===== config.mk =====
export PLATFORM = sky130hd
export DESIGN_NAME = therm_plant
export DESIGN_NICKNAME = d
export VERILOG_FILES = /design/src/rtl/therm_pkg.sv /design/src/rtl/therm_rate_div.sv /design/src/rtl/therm_plant.sv
export SDC_FILE = /design/constraint.sdc
export NUM_CORES = 1
export LEC_CHECK = 0
export BUFFER_PORTS_ARGS = -buffer_cell sky130_fd_sc_hd__buf_2
export CAP_MARGIN = 25
export CORE_ASPECT_RATIO = 2
export CORE_MARGIN = 8
export CORE_UTILIZATION = 50
export CTS_CLUSTER_DIAMETER = 80
export DETAILED_ROUTE_END_ITERATION = 8
export GPL_ROUTABILITY_DRIVEN = 0
export PLACE_DENSITY = 0.7
export SKIP_LAST_GASP = 1
export SYNTH_ARGS = -nofsm -noshare
export SYNTH_HDL_FRONTEND = slang
export SYNTH_SLANG_ARGS = --single-unit

===== constraint.sdc =====
create_clock -name clk -period 3.05 [get_ports clk]
set_input_delay 0.1525 -clock clk [delete_from_list [all_inputs] [get_ports clk]]
set_output_delay 0.1525 -clock clk [all_outputs]
set_load 0.02 [all_outputs]

===== src/rtl/therm_pkg.sv =====
// Shared types and widths for the thermal plant model.
package therm_pkg;

    localparam int unsigned TW = 16;
    localparam int unsigned CW = 8;

    typedef enum logic [1:0] {
        IDLE    = 2'b00,
        HEATING = 2'b01,
        COOLING = 2'b10
    } state_t;

endpackage


===== src/rtl/therm_rate_div.sv =====
// Clearable modulo counter; tick is high during the cycle whose edge wraps the count.
module therm_rate_div
    import therm_pkg::*;
(
    input  logic          clk,
    input  logic          rst,
    input  logic          clr,
    input  logic [CW-1:0] modulus,
    output logic          tick
);

    logic [CW-1:0] cnt;

    assign tick = (cnt >= modulus - CW'(1));

    always_ff @(posedge clk or posedge rst) begin
        if (rst) begin
            cnt <= '0;
        end else if (clr || tick) begin
            cnt <= '0;
        end else begin
            cnt <= cnt + CW'(1);
        end
    end

endmodule


===== src/rtl/therm_plant.sv =====
// Behavioural thermal plant: heats, cools or drifts to ambient under controller commands.
module therm_plant
    import therm_pkg::*;
#(
    parameter logic [TW-1:0] T_INIT    = 16'd25,
    parameter logic [TW-1:0] AMBIENT   = 16'd22,
    parameter int unsigned   HEAT_DIV  = 4,
    parameter int unsigned   COOL_DIV  = 4,
    parameter int unsigned   DRIFT_DIV = 16,
    parameter int unsigned   MIN_RUN   = 3,
    parameter logic [TW-1:0] TMIN      = 16'd0,
    parameter logic [TW-1:0] TMAX      = 16'd120
) (
    input  logic          clk,
    input  logic          rst,
    input  logic          heat,
    input  logic          cool,
    output logic [TW-1:0] temp,
    output logic [1:0]    mode,
    output logic          conflict,
    output logic          sat
);

    localparam logic [CW-1:0] RUN_LAST = CW'(MIN_RUN - 1);

    state_t        state;
    state_t        next_state;
    logic [CW-1:0] run_cnt;
    logic [CW-1:0] modulus;
    logic          tick;
    logic          state_chg;

    assign state_chg = (next_state != state);

    always_ff @(posedge clk or posedge rst) begin
        if (rst) begin
            state <= IDLE;
        end else begin
            state <= next_state;
        end
    end

    always_comb begin
        next_state = state;
        unique case (state)
            IDLE: begin
                if (heat && !cool) begin
                    next_state = HEATING;
                end else if (cool && !heat) begin
                    next_state = COOLING;
                end
            end
            HEATING: if (!heat && run_cnt >= RUN_LAST) next_state = IDLE;
            COOLING: if (!cool && run_cnt >= RUN_LAST) next_state = IDLE;
            default: next_state = IDLE;
        endcase
    end

    always_comb begin
        mode = state;
        sat  = (temp == TMAX) || (temp == TMIN);
    end

    always_comb begin
        unique case (state)
            HEATING: modulus = CW'(HEAT_DIV);
            COOLING: modulus = CW'(COOL_DIV);
            default: modulus = CW'(DRIFT_DIV);
        endcase
    end

    therm_rate_div u_div (
        .clk     (clk),
        .rst     (rst),
        .clr     (state_chg),
        .modulus (modulus),
        .tick    (tick)
    );

    always_ff @(posedge clk or posedge rst) begin
        if (rst) begin
            run_cnt <= '0;
        end else if (state_chg) begin
            run_cnt <= '0;
        end else if (run_cnt < RUN_LAST) begin
            run_cnt <= run_cnt + CW'(1);
        end
    end

    // Limits are checked before stepping so the 16-bit value can never wrap.
    always_ff @(posedge clk or posedge rst) begin
        if (rst) begin
            temp <= T_INIT;
        end else if (tick) begin
            unique case (state)
                HEATING: if (temp < TMAX) temp <= temp + TW'(1);
                COOLING: if (temp > TMIN) temp <= temp - TW'(1);
                default: begin
                    if (temp < AMBIENT) begin
                        temp <= temp + TW'(1);
                    end else if (temp > AMBIENT) begin
                        temp <= temp - TW'(1);
                    end
                end
            endcase
        end
    end

    always_ff @(posedge clk or posedge rst) begin
        if (rst) begin
            conflict <= 1'b0;
        end else begin
            conflict <= heat & cool;
        end
    end

endmodule


# --- Word-level counts from Yosys, hierarchy flattened ---
# Cells that the tools add are included.
totals:
  input_bits: 4
  n_memories: 0
  output_inout_bits: 20
  mem_bits_rw: 0
  mem_bits_ro: 0
  latch_bits: 0
  register_bits: 35
classes:
  mul: 0
  n_reduce_logical: 14
  bitwise_logic: 1
  n_addsub: 5
  div_mod_pow: 0
  eq_ne: 6
  mux: 14
  order_cmp: 7
  n_shift: 0
op_table:
  columns: ["op", "n"]
  rows:
  - ["16-bit 2-to-1 mux", 4]
  - ["16-bit one-hot mux with 2 select lines", 1]
  - ["8-bit 2-to-1 mux", 3]
  - ["16-bit by 1-bit adder with 16-bit output, second input constant", 1]
  - ["8-bit by 1-bit adder with 8-bit output, second input constant", 2]
  - ["16-bit by 7-bit equality test with 1-bit output, second input constant", 1]
  - ["16-bit by 1-bit > comparator with 1-bit output, second input constant", 1]
  - ["16-bit by 5-bit > comparator with 1-bit output, second input constant", 1]
  - ["16-bit logical NOT", 1]
  - ["16-bit by 5-bit < comparator with 1-bit output, second input constant", 1]
  - ["16-bit by 7-bit < comparator with 1-bit output, second input constant", 1]
  - ["16-bit by 1-bit subtractor with 16-bit output, second input constant", 1]
  - ["8-bit by 2-bit >= comparator with 1-bit output, second input constant", 1]
  - ["8-bit >= comparator", 1]
  - ["8-bit by 2-bit < comparator with 1-bit output, second input constant", 1]
  - ["2-bit 2-to-1 mux", 4]
  - ["2-bit one-hot mux with 3 select lines", 1]
  - ["5-bit by 1-bit subtractor with 6-bit output, second input constant", 1]
  - ["5-bit 2-to-1 mux", 1]
  - ["1-bit logical AND", 4]
  - ["2-bit != test, second input constant", 2]
  - ["4-bit AND reduction", 1]
  - ["4-bit nonzero test", 1]
  - ["2-bit by 1-bit equality test with 1-bit output, second input constant", 1]
  - ["8 further kinds", 10]

# --- Logic depth before layout (Yosys ltp) ---
# Gate-level depths: netlist (run 1).
logic_depth:
  word_depth: 8
  mapped_depth: 10
  depth_no_buf: 9

# --- By module ---
# A second synthesis (run 1) with hierarchy kept.
unflattened:
  cells_unflattened: 281
  area_unflattened_um2: 2558.7
by_module_without_submodules:
  columns: ["mod", "area_per_inst_um2", "n_inst", "cells_each", "seq_area_each_um2"]
  rows:
  - ["therm_plant", 1899.3, 1, 209, 679.4]
  - ["therm_rate_div", 659.4, 1, 72, 200.2]

# --- Worst setup path before layout (run 1) ---
# No wires, ideal clock.
synth_path:
  path_kind: "reg2reg"
  start: "register state[0], in the netlist mode[0]"
  end: "register temp[10]"
  setup_time_ps: 121
  t_arrival_ps: 2337
  synth_period_minus_slack_ps: 2458
  path_slack_ps: 592
  path_stages_with_launch: 10
  cell_sequence: "dfrtp_1 > inv_1 > ha_1 > ha_1 > a21o_1 > a211oi_2 > o21ba_2 > o311ai_4 > o21ai_1 > a22o_1"
synth_between:
  elab_chain_len: 6
  elab_cells_between_ends: 11
  cone_classes: "add/sub: 1; order compare: 1; eq/ne: 4; mux: 2; reduce/logical: 3"
synth_rtl:
  columns: ["element", "line", "source"]
  rows:
  - ["start, declared", "therm_plant.sv:26", "state_t state;"]
  - ["start signal, assigned", "therm_plant.sv:39", "state <= next_state;"]
  - ["2-bit equality test / 2-bit by 1-bit equality test with 1-bit output (equally long branches)", "therm_plant.sv:65, therm_plant.sv:95", null]
  - ["2-bit OR reduction (no line)", null, null]
  - ["5-bit 2-to-1 mux", "therm_plant.sv:65", "unique case (state)"]
  - ["5-bit by 1-bit subtractor with 6-bit output", "therm_rate_div.sv:14", "assign tick = (cnt >= modulus - CW'(1));"]
  - ["8-bit >= comparator", "therm_rate_div.sv:14", null]
  - ["4-bit AND reduction (no line)", null, null]
  - ["end signal, assigned", "therm_plant.sv:96", "HEATING: if (temp < TMAX) temp <= temp + TW'(1);"]
  - ["end signal, assigned", "therm_plant.sv:97", "COOLING: if (temp > TMIN) temp <= temp - TW'(1);"]
  - ["end signal, assigned", "therm_plant.sv:100", "temp <= temp + TW'(1);"]
  - ["end, declared", "therm_plant.sv:18", "output logic [TW-1:0] temp,"]
# Parallel ways exist; a longest one is shown, timed or not.
# A chain may end at the register's enable or synchronous reset.

# --- Worst setup path after layout (run 1) ---
layout_path:
  start: "register state[0], in the netlist mode[0]"
  end: "register temp[7]"
# The elaborated chain is that of the path after synthesis.

==> flow_summary.toml, run 1 <==
[hold_path]
worstHoldPathType = "in2reg"

[global_routing]
grt.overflow.total = 0
grt_pass1_wl_mm = 9.377
track_usage = 0.1639
grt_max_degree = 36
antenna_found_initial = 0
grt_pass1_vias = 2059

[drt]
drc_errors = 0
wire_per_inst_um = 17.45
wirelength_mm = 5.672
viasPerCell = 5.997
final_antenna_net_count = 0
dr.pass1.iters = 4
via_count = 1949
drtIter0Drc = 58

[setup_path]
critPathMaxFanout = 28
endpoint_kind = "register"
crit_arrival_ns = 2.91
cp.required_ns = 3.22
setup.worst_path.start_class = "register"
rrSetupSlack_ns = 0.31
worst-setup-path-type = "reg2reg"

[sta]
slew-limit-headroom = 0.3028
setup_viol = 0
finalSetupTns_ns = 0
finalHoldViolations = 0
timing.hold.ws_ns = 0.1367
max_freq_mhz = 364.8
period_share = 0.8988
worst_pin_slew_ns = 1.043
finalMaxSlewViolations = 0
fin_skew_ns = 0.006746
rsz0062_at_grt = "false"
period_needed_ns = 2.741

[synthesis]
yosysSeqAreaShare = 0.3936
synth_simple_gate_area_share = 0.2284
ys.flop_type = "dfrtp_1"
synth-seq-cells = 35
synth_compound_area_frac = 0.2424
synth_edf_count = 0
async_flop_share = 1.000
syn_avg_cell_area_um2 = 9.196
synthAdderAreaFrac = 0.06719
synth_top_family_by_area = "compound AO/OA/AOI/OAI gates"
ys_types = 53
synthCells = 243
synth.area.mux_share = 0
synth.cell_area_um2 = 2235
synth_xor_area_frac = 0.01568
ys.warnings.count = 0

[clock_network]
h-tree-depth = 2
insertion_delay_ns = 0.29
cts_root_buffer = "clkbuf_8"
cts_tree = "done"
postCtsHoldBufs = 1
cts_buffers = 5
path_clk_slew_ns = 0.07
clockBufferDepth = 2
numClockSinks = 35
cts_setup_buffers = 0
cts_resized = 0

[pwr]
p_leak_nw = 1.185
sw_frac_of_total = 0.4825
seqPwrFrac = 0.283
p_per_area_nw_per_um2 = 1017
ir_worst_vdd_v = 0.0007051
p_int_w = 0.001323
clkPwrFrac = 0.171
p_comb_frac = 0.545
p_switching_w = 0.001233
fin_total_pwr_w = 0.002556

[final_layout]
fillers = 422
final_core_util = 0.5793
multi_input_area_um2 = 1249
synthToLayoutAreaGrowth_pct = 12.49
drive_above_1_share = 0.1882
regArea_um2 = 879.6
antenna_cells = 0
fin_nets = 286

[floorplan]
fp-row-count = 34
die_h_um = 110.5
start_util = 0.5150
die_w_um = 63.27
io_pins = 24
core-area_um2 = 4339
dieArea_um2 = 6994

[run_status]
status = "finished clean"

[flow_run]
drv_cap = 0

[placement]
portBuffers = 23
hpwlAfterDp_mm = 4.193
## state kept, by name, summed over array words and instances (netlist names)
register	flops
conflict	1
mode	2
run_cnt	8
temp	16
u_div.cnt	8
## Yosys cell counts (2+ instances only)
cell      number  area (µm²)
a211oi_1       2       15.01
a21oi_1       12       60.06
a221oi_1       2       17.52
a22oi_1        3       22.52
a31oi_1        6       37.54
and2_1         8       50.05
and3_1         5       31.28
buf_6          4       45.04
clkbuf_1       5       18.77
dfrtp_1       32       800.8
dfstp_2        3       78.83
ha_1          12       150.1
inv_1         12       45.04
nand2_1       15       56.30
nand2b_1       4       25.02
nand3_1        9       45.04
nor2_1        25       93.84
nor2b_1        2       12.51
nor3_1         8       40.04
nor4_4         3       63.81
o21a_1         3       22.52
o21ai_0       18       90.09
o21ai_1        2       10.01
o21ai_2        2       17.52
o22ai_1        3       18.77
o31ai_1       14       105.1
xnor2_1        3       26.28
## power groups by stage
stage	Clock, W	Combinational [W]	Sequential [W]
CTS	0.000445	0.00139	0.000723
detailed placement	0	0.00137	0.000731
floorplan	0	0.00104	0.000733
global route	0.000460	0.00154	0.000744
global placement	0	0.00134	0.000728
finish	0.000438	0.00139	0.000725
## area by class of cell
| cell class | instances | share of cell area |
|---|---|---|
| multi-input cells | 188 | 0.4968 |
| flip-flops and latches | 35 | 0.3499 |
| clock inverters | 2 | 0.01394 |
| well taps | 54 | 0.02688 |
| inverters | 12 | 0.01792 |
| clock buffers | 6 | 0.03285 |
| repair buffers | 28 | 0.06172 |
## path summary, 6_finish.rpt
check,from,end,cells past startpoint
worst max-delay path,mode[0]$_DFF_PP0_,temp[7]$_DFFE_PP0P_,9
worst min-delay path,cool,conflict$_DFF_PP0_,2
worst max register to register,mode[0]$_DFF_PP0_,temp[7]$_DFFE_PP0P_,9
worst min register to register,run_cnt[6]$_DFFE_PP0P_,run_cnt[6]$_DFFE_PP0P_,1
max in group asynchronous,rst,temp[4]$_DFFE_PP1P_,4
min in group asynchronous,rst,temp[5]$_DFFE_PP0P_,4
## cell usage in the layout, fill, tap and decap left out, drive strengths merged, types with 2 or more instances in the layout
cell / instances
o21ai: 22
buf: 27
ha: 12
o21a: 3
a22oi: 3
nand2b: 4
conb: 3
nor4: 4
nor3: 9
a31oi: 6
o31ai: 14
nand4: 2
clkbuf: 6
nand3: 10
and2: 8
o22ai: 3
nand2: 15
inv: 12
nor2: 25
and3: 5
xnor2: 3
dfstp: 3
a221oi: 2
nor2b: 2
a211oi: 3
dfrtp: 32
a21oi: 12
## worst max-delay path, cell delays in order, from the launching register on
cell and delay (ns):
dfrtp_1 0.45, inv_1 0.11, ha_1 0.38, ha_1 0.30
a21o_1 0.17, a211oi_2 0.35, o21ba_2 0.23, o311ai_4 0.25
o21bai_1 0.27, o21ai_0 0.11
## kinds of logic (layout without fill, tap and decap cells)
group                      count (synthesis)  after routing
other                                      1              3
adders and majority gates                 12             12
buffers and inverters                     22             48
and+or+nand+nor                           90             90
xor gates and xnor gates                   4              4
DFF                                       35             35
AOI/OAI and AO/OA                         79             79
## per-layer routing
layer | share of wire | vias up | global-route usage
li1 | - | 935 | -
met3 | 0.030 | 19 | 0.02733
met1 | 0.37 | 952 | 0.1554
met2 | 0.56 | 43 | 0.3063
met5 | 0 | - | 0
met4 | 0.039 | 0 | 0.1079
## metrics by stage
| step | std cells | setup WS, ns | area [µm²] |
|---|---|---|---|
| after floorplan | 245 | 0.5924 | 2242 |
| after global placement | 316 | 0.4493 | 2386 |
| after detailed placement | 316 | 0.3469 | 2386 |
| after CTS | 325 | 0.3248 | 2514 |
| after global routing | 325 | 0.05802 | 2514 |
| final | 325 | 0.3086 | 2514 |
(Power assumes the default switching activity.)
==> run 2, diff against run 1 <==
Clock period 3.05 ns to 3.4 ns, I/O delays scaled along.
==> flow_summary.toml, run 2 (same netlist as run 1, synthesis figures left out) <==
[global_routing]
grt_max_degree = 29
grt_pass1_wl_mm = 9.204
grt.overflow.total = 0
track_usage = 0.1625
grt_pass1_vias = 1951
antenna_found_initial = 0

[final_layout]
fillers = 438
reg_top3 = "temp (16), run_cnt (8), u_div.cnt (8)"
layout.cells.non_filler = 324
mostFrequentLayoutCells = "dfrtp_1 (32), nor2_1 (25), buf_2 (23)"
largest_reg_flops = 16
fin_nets = 285
drive_above_1_share = 0.1852
final_cell_area_um2 = 2506
regMostFlops = "temp"
synthToLayoutAreaGrowth_pct = 12.15
final_common_cell = "dfrtp_1"
antenna_cells = 0

[pwr]
sw_frac_of_total = 0.4789
clkPwrFrac = 0.171
p_per_area_nw_per_um2 = 906.6
p_switching_w = 0.001088
ir_worst_vdd_v = 0.0006986
p_comb_frac = 0.544
p_leak_nw = 1.181
p_int_w = 0.001184
seqPwrFrac = 0.285

[clock_network]
cts_buffers = 5
cts_root_buffer = "clkbuf_8"
cts_tree = "done"
cts_setup_buffers = 0
clockBufferDepth = 2
insertion_delay_ns = 0.29
path_clk_slew_ns = 0.07
numClockSinks = 35
cts_resized = 0
h-tree-depth = 2

[floorplan]
fp-row-count = 34
die_w_um = 63.27
io_pins = 24
core-area_um2 = 4339
die_h_um = 110.5
start_util = 0.5150
dieArea_um2 = 6994

[sta]
max_freq_mhz = 366.0
finalHoldViolations = 0
setup_viol = 0
period_share = 0.8035
worst_pin_slew_ns = 1.057
finalWorstSetupSlack_ns = 0.6681
rsz0062_at_grt = "false"
finalMaxSlewViolations = 0
fin_skew_ns = 0.01166
slew-limit-headroom = 0.2934
finalSetupTns_ns = 0
period_needed_ns = 2.732

[hold_path]
hold_path_startpoint = "heat"
holdPathStages = 2
worstHoldPathType = "in2reg"
worstHoldEndpoint = "conflict$_DFF_PP0_"

[setup_path]
cp.required_ns = 3.57
setup.worst_path.start_class = "register"
endpoint_kind = "register"
worst-setup-path-type = "reg2reg"
crit_arrival_ns = 2.90
critPathMaxFanout = 28
worstReg2RegEnd = "temp[10]$_DFFE_PP0P_"
ff2ff_path_depth = 9
r2r_start = "mode[0]$_DFF_PP0_"
rrSetupSlack_ns = 0.67

[placement]
dpl-instance-area_um2 = 2379
hpwlAfterDp_mm = 4.240
dp.cells = 315
portBuffers = 23
pre_cts_slack_ns = 0.7039

[run_status]
status = "finished clean"

[drt]
via_count = 1911
dr.pass1.iters = 4
final_antenna_net_count = 0
wirelength_mm = 5.618
viasPerCell = 5.898
drc_errors = 0
drtIter0Drc = 103
wire_per_inst_um = 17.34

[flow_run]
drv_cap = 0
## run 2: how the worst max path moves through the flow
stage	startpoint	end	slack, ns	cells past startpoint
3_3_place_gp	mode[0]$_DFF_PP0_	temp[7]$_DFFE_PP0P_	0.82	9
2_1_floorplan	mode[0]$_DFF_PP0_	temp[10]$_DFFE_PP0P_	0.94	9
4_1_cts	mode[0]$_DFF_PP0_	temp[10]$_DFFE_PP0P_	0.68	9
6_report	mode[0]$_DFF_PP0_	temp[10]$_DFFE_PP0P_	0.67	9
5_1_grt	mode[0]$_DFF_PP0_	temp[10]$_DFFE_PP0P_	0.49	9
3_5_place_dp	mode[0]$_DFF_PP0_	temp[10]$_DFFE_PP0P_	0.70	9
## run 2: through the flow
stage	total power, W	hold slack [ns]	util
after floorplan	0.001589	0.2986	-
after global placement	0.001854	0.2459	0.5482
after detailed placement	0.001874	0.2595	0.5482
after CTS	0.002272	0.1598	0.5776
after global routing	0.002433	0.1657	0.5776
final	0.002272	0.1665	0.5776
## run 2: area by class of cell
cell class | instances | area [µm²] | share of cell area
clock inverters | 2 | 35.03 | 0.01398
inverters | 12 | 45.04 | 0.01797
flip-flops and latches | 35 | 879.6 | 0.3510
clock buffers | 6 | 82.58 | 0.03295
well taps | 54 | 67.56 | 0.02696
multi-input cells | 188 | 1249 | 0.4983
repair buffers | 27 | 147.6 | 0.05891
## run 2: power by group through the flow
stage	combinational [W]	sequential, W	clock (W)
floorplan	0.000931	0.000658	0
global placement	0.00120	0.000652	0
detailed placement	0.00122	0.000654	0
CTS	0.00123	0.000646	0.000394
global route	0.00136	0.000663	0.000414
finish	0.00124	0.000648	0.000388
## run 2: repair_timing
item                                    in CTS  in global routing
endpoints found under the hold margin       12                  0
hold buffers                                 1                  0
endpoints found under the setup margin       0                  0
## run 2: layer usage
layer | GRT usage | share of wire | wire, µm | vias to the layer above
met1 | 0.1600 | 0.38 | 2130 | 927
met5 | 0 | 0 | 0 | -
met2 | 0.3138 | 0.58 | 3258 | 41
met4 | 0.07346 | 0.019 | 104 | 0
li1 | - | - | - | 934
met3 | 0.02530 | 0.022 | 125 | 9
## run 2: critical path, cell delays in order, from the launching register on
cell,delay (ns)
dfrtp_1,0.45
inv_1,0.11
ha_1,0.38
ha_1,0.30
a21o_1,0.16
a211oi_2,0.34
o21ba_2,0.23
o311ai_4,0.25
o21ai_1,0.17
a22o_1,0.23
==> run 3, diff against run 2 <==
Clock period 3.4 ns to 2.6 ns, I/O delays scaled along.
==> flow_summary.toml, run 3 (same netlist as run 1, synthesis figures left out) <==
[floorplan]
dieArea_um2 = 6994
start_util = 0.5150
die_h_um = 110.5
core-area_um2 = 4339
die_w_um = 63.27
fp-row-count = 34
io_pins = 24

[setup_path]
worst-setup-path-type = "reg2reg"
critPathMaxFanout = 28
cp.required_ns = 2.77
cp.depth = 10
endpoint_kind = "register"
crit_arrival_ns = 2.58
ff2ff_path_depth = 10
crit_top_cell = "ha_1"
cp-endpoint = "temp[7]$_DFFE_PP0P_"
setup.worst_path.start_class = "register"
cp_cell_sequence = "inv_1 > ha_1 > ha_1 > a21o_1 > a211oi_2 > o21ba_2 > o311ai_4 > buf_6 > o21bai_1 > o21ai_0"
path_buf_inv = 2
cp_slowest_stage_delay_ns = 0.37
critPathSlowestCell = "ha_1"
worstReg2RegEnd = "temp[7]$_DFFE_PP0P_"
rrSetupSlack_ns = 0.19
r2r_start = "mode[0]$_DFF_PP0_"
crit_path_start = "mode[0]$_DFF_PP0_"
critical-path-top-delay-family = "compound AO/OA/AOI/OAI gates"

[sta]
period_needed_ns = 2.411
setup_viol = 0
finalSetupTns_ns = 0
slew-limit-headroom = 0.6402
finalWorstSetupSlack_ns = 0.1889
period_share = 0.9273
fin_skew_ns = 0.006638
rsz0062_at_grt = "false"
worst_pin_slew_ns = 0.5356
max_freq_mhz = 414.7
finalHoldViolations = 0
timing.hold.ws_ns = 0.1176
finalMaxSlewViolations = 0

[flow_run]
drv_cap = 0

[drt]
dr.pass1.iters = 4
drtIter0Drc = 48
viasPerCell = 5.994
wirelength_mm = 5.628
via_count = 1996
wire_per_inst_um = 16.90
final_antenna_net_count = 0
drc_errors = 0

[global_routing]
grt_pass1_wl_mm = 9.349
grt.overflow.total = 0
grt_max_degree = 36
grt_pass1_vias = 2046
antenna_found_initial = 0
track_usage = 0.1663

[placement]
hpwlAfterDp_mm = 4.317
portBuffers = 23
pre_cts_slack_ns = 0.1209

[final_layout]
regMostFlops = "temp"
antenna_cells = 0
final_common_cell = "dfrtp_1"
final_core_util = 0.5957
mostFrequentLayoutCells = "dfrtp_1 (32), nor2_1 (25), buf_2 (23)"
synthToLayoutAreaGrowth_pct = 15.68
drive_above_1_share = 0.2115
reg_top3 = "temp (16), run_cnt (8), u_div.cnt (8)"
largest_reg_flops = 16
fin_nets = 294

[clock_network]
numClockSinks = 35
path_clk_slew_ns = 0.07
h-tree-depth = 2
clockBufferDepth = 2
cts_buffers = 5
insertion_delay_ns = 0.29
cts_tree = "done"
cts_root_buffer = "clkbuf_8"
cts_setup_buffers = 0

[pwr]
ir_worst_vdd_v = 0.0009593
fin_total_pwr_w = 0.003045
p_leak_nw = 1.230
sw_frac_of_total = 0.4729
p_comb_frac = 0.565
p_per_area_nw_per_um2 = 1178
p_int_w = 0.001605
seqPwrFrac = 0.273
clkPwrFrac = 0.162
p_switching_w = 0.001440

[hold_path]
worstHoldPathType = "in2reg"
holdPathStages = 2

[run_status]
status = "finished clean"
run 3: worst reg2reg max path: stages, from the launching register on:
cell	delay, ns
dfrtp_1	0.34
inv_1	0.07
ha_1	0.37
ha_1	0.30
a21o_1	0.17
a211oi_2	0.23
o21ba_2	0.20
o311ai_4	0.06
buf_6	0.25
o21bai_1	0.18
o21ai_0	0.11
run 3: repair_timing:
item,4_1_cts,5_1_grt
endpoints found under the hold margin,32,0
gates resized for setup,0,1
hold buffers,1,0
endpoints found under the setup margin,0,7
run 3: worst min path at each step:
| stage | start | end | slack [ns] |
|---|---|---|---|
| after detailed placement | rst | u_div.cnt[2]$_DFF_PP0_ | 0.27 |
| after floorplan | cool | conflict$_DFF_PP0_ | 0.26 |
| after CTS | heat | conflict$_DFF_PP0_ | 0.11 |
| after global placement | rst | run_cnt[2]$_DFFE_PP0P_ | 0.25 |
| final | heat | conflict$_DFF_PP0_ | 0.12 |
| after global routing | cool | conflict$_DFF_PP0_ | 0.14 |
run 3: layer usage:
metal,vias up,global-route usage,part of all wire
li1,952,-,-
met1,987,0.1485,0.35
met2,40,0.3221,0.58
met3,17,0.03340,0.027
met4,0,0.09895,0.038
met5,-,0,0
run 3: cell type report:
cell class	count	area, µm²
flip-flops and latches	35	879.6
clock inverters	3	43.79
multi-input cells	188	1249
repair buffers	36	231.5
inverters	12	45.04
clock buffers	5	68.82
fillers	428	1754
well taps	54	67.56
run 3: power by group through the flow:
stage	logic [W]	registers (W)	clock network, W
finish	0.00172	0.000831	0.000493
global placement	0.00169	0.000833	0
detailed placement	0.00171	0.000838	0
CTS	0.00173	0.000828	0.000503
global route	0.00191	0.000843	0.000520
floorplan	0.00122	0.000860	0
run 3: per-stage QoR:
step	std cells	instance area, µm²
global route	333	2585
finish	333	2585
detailed placement	324	2459
global placement	324	2459
CTS	333	2581
floorplan	245	2242
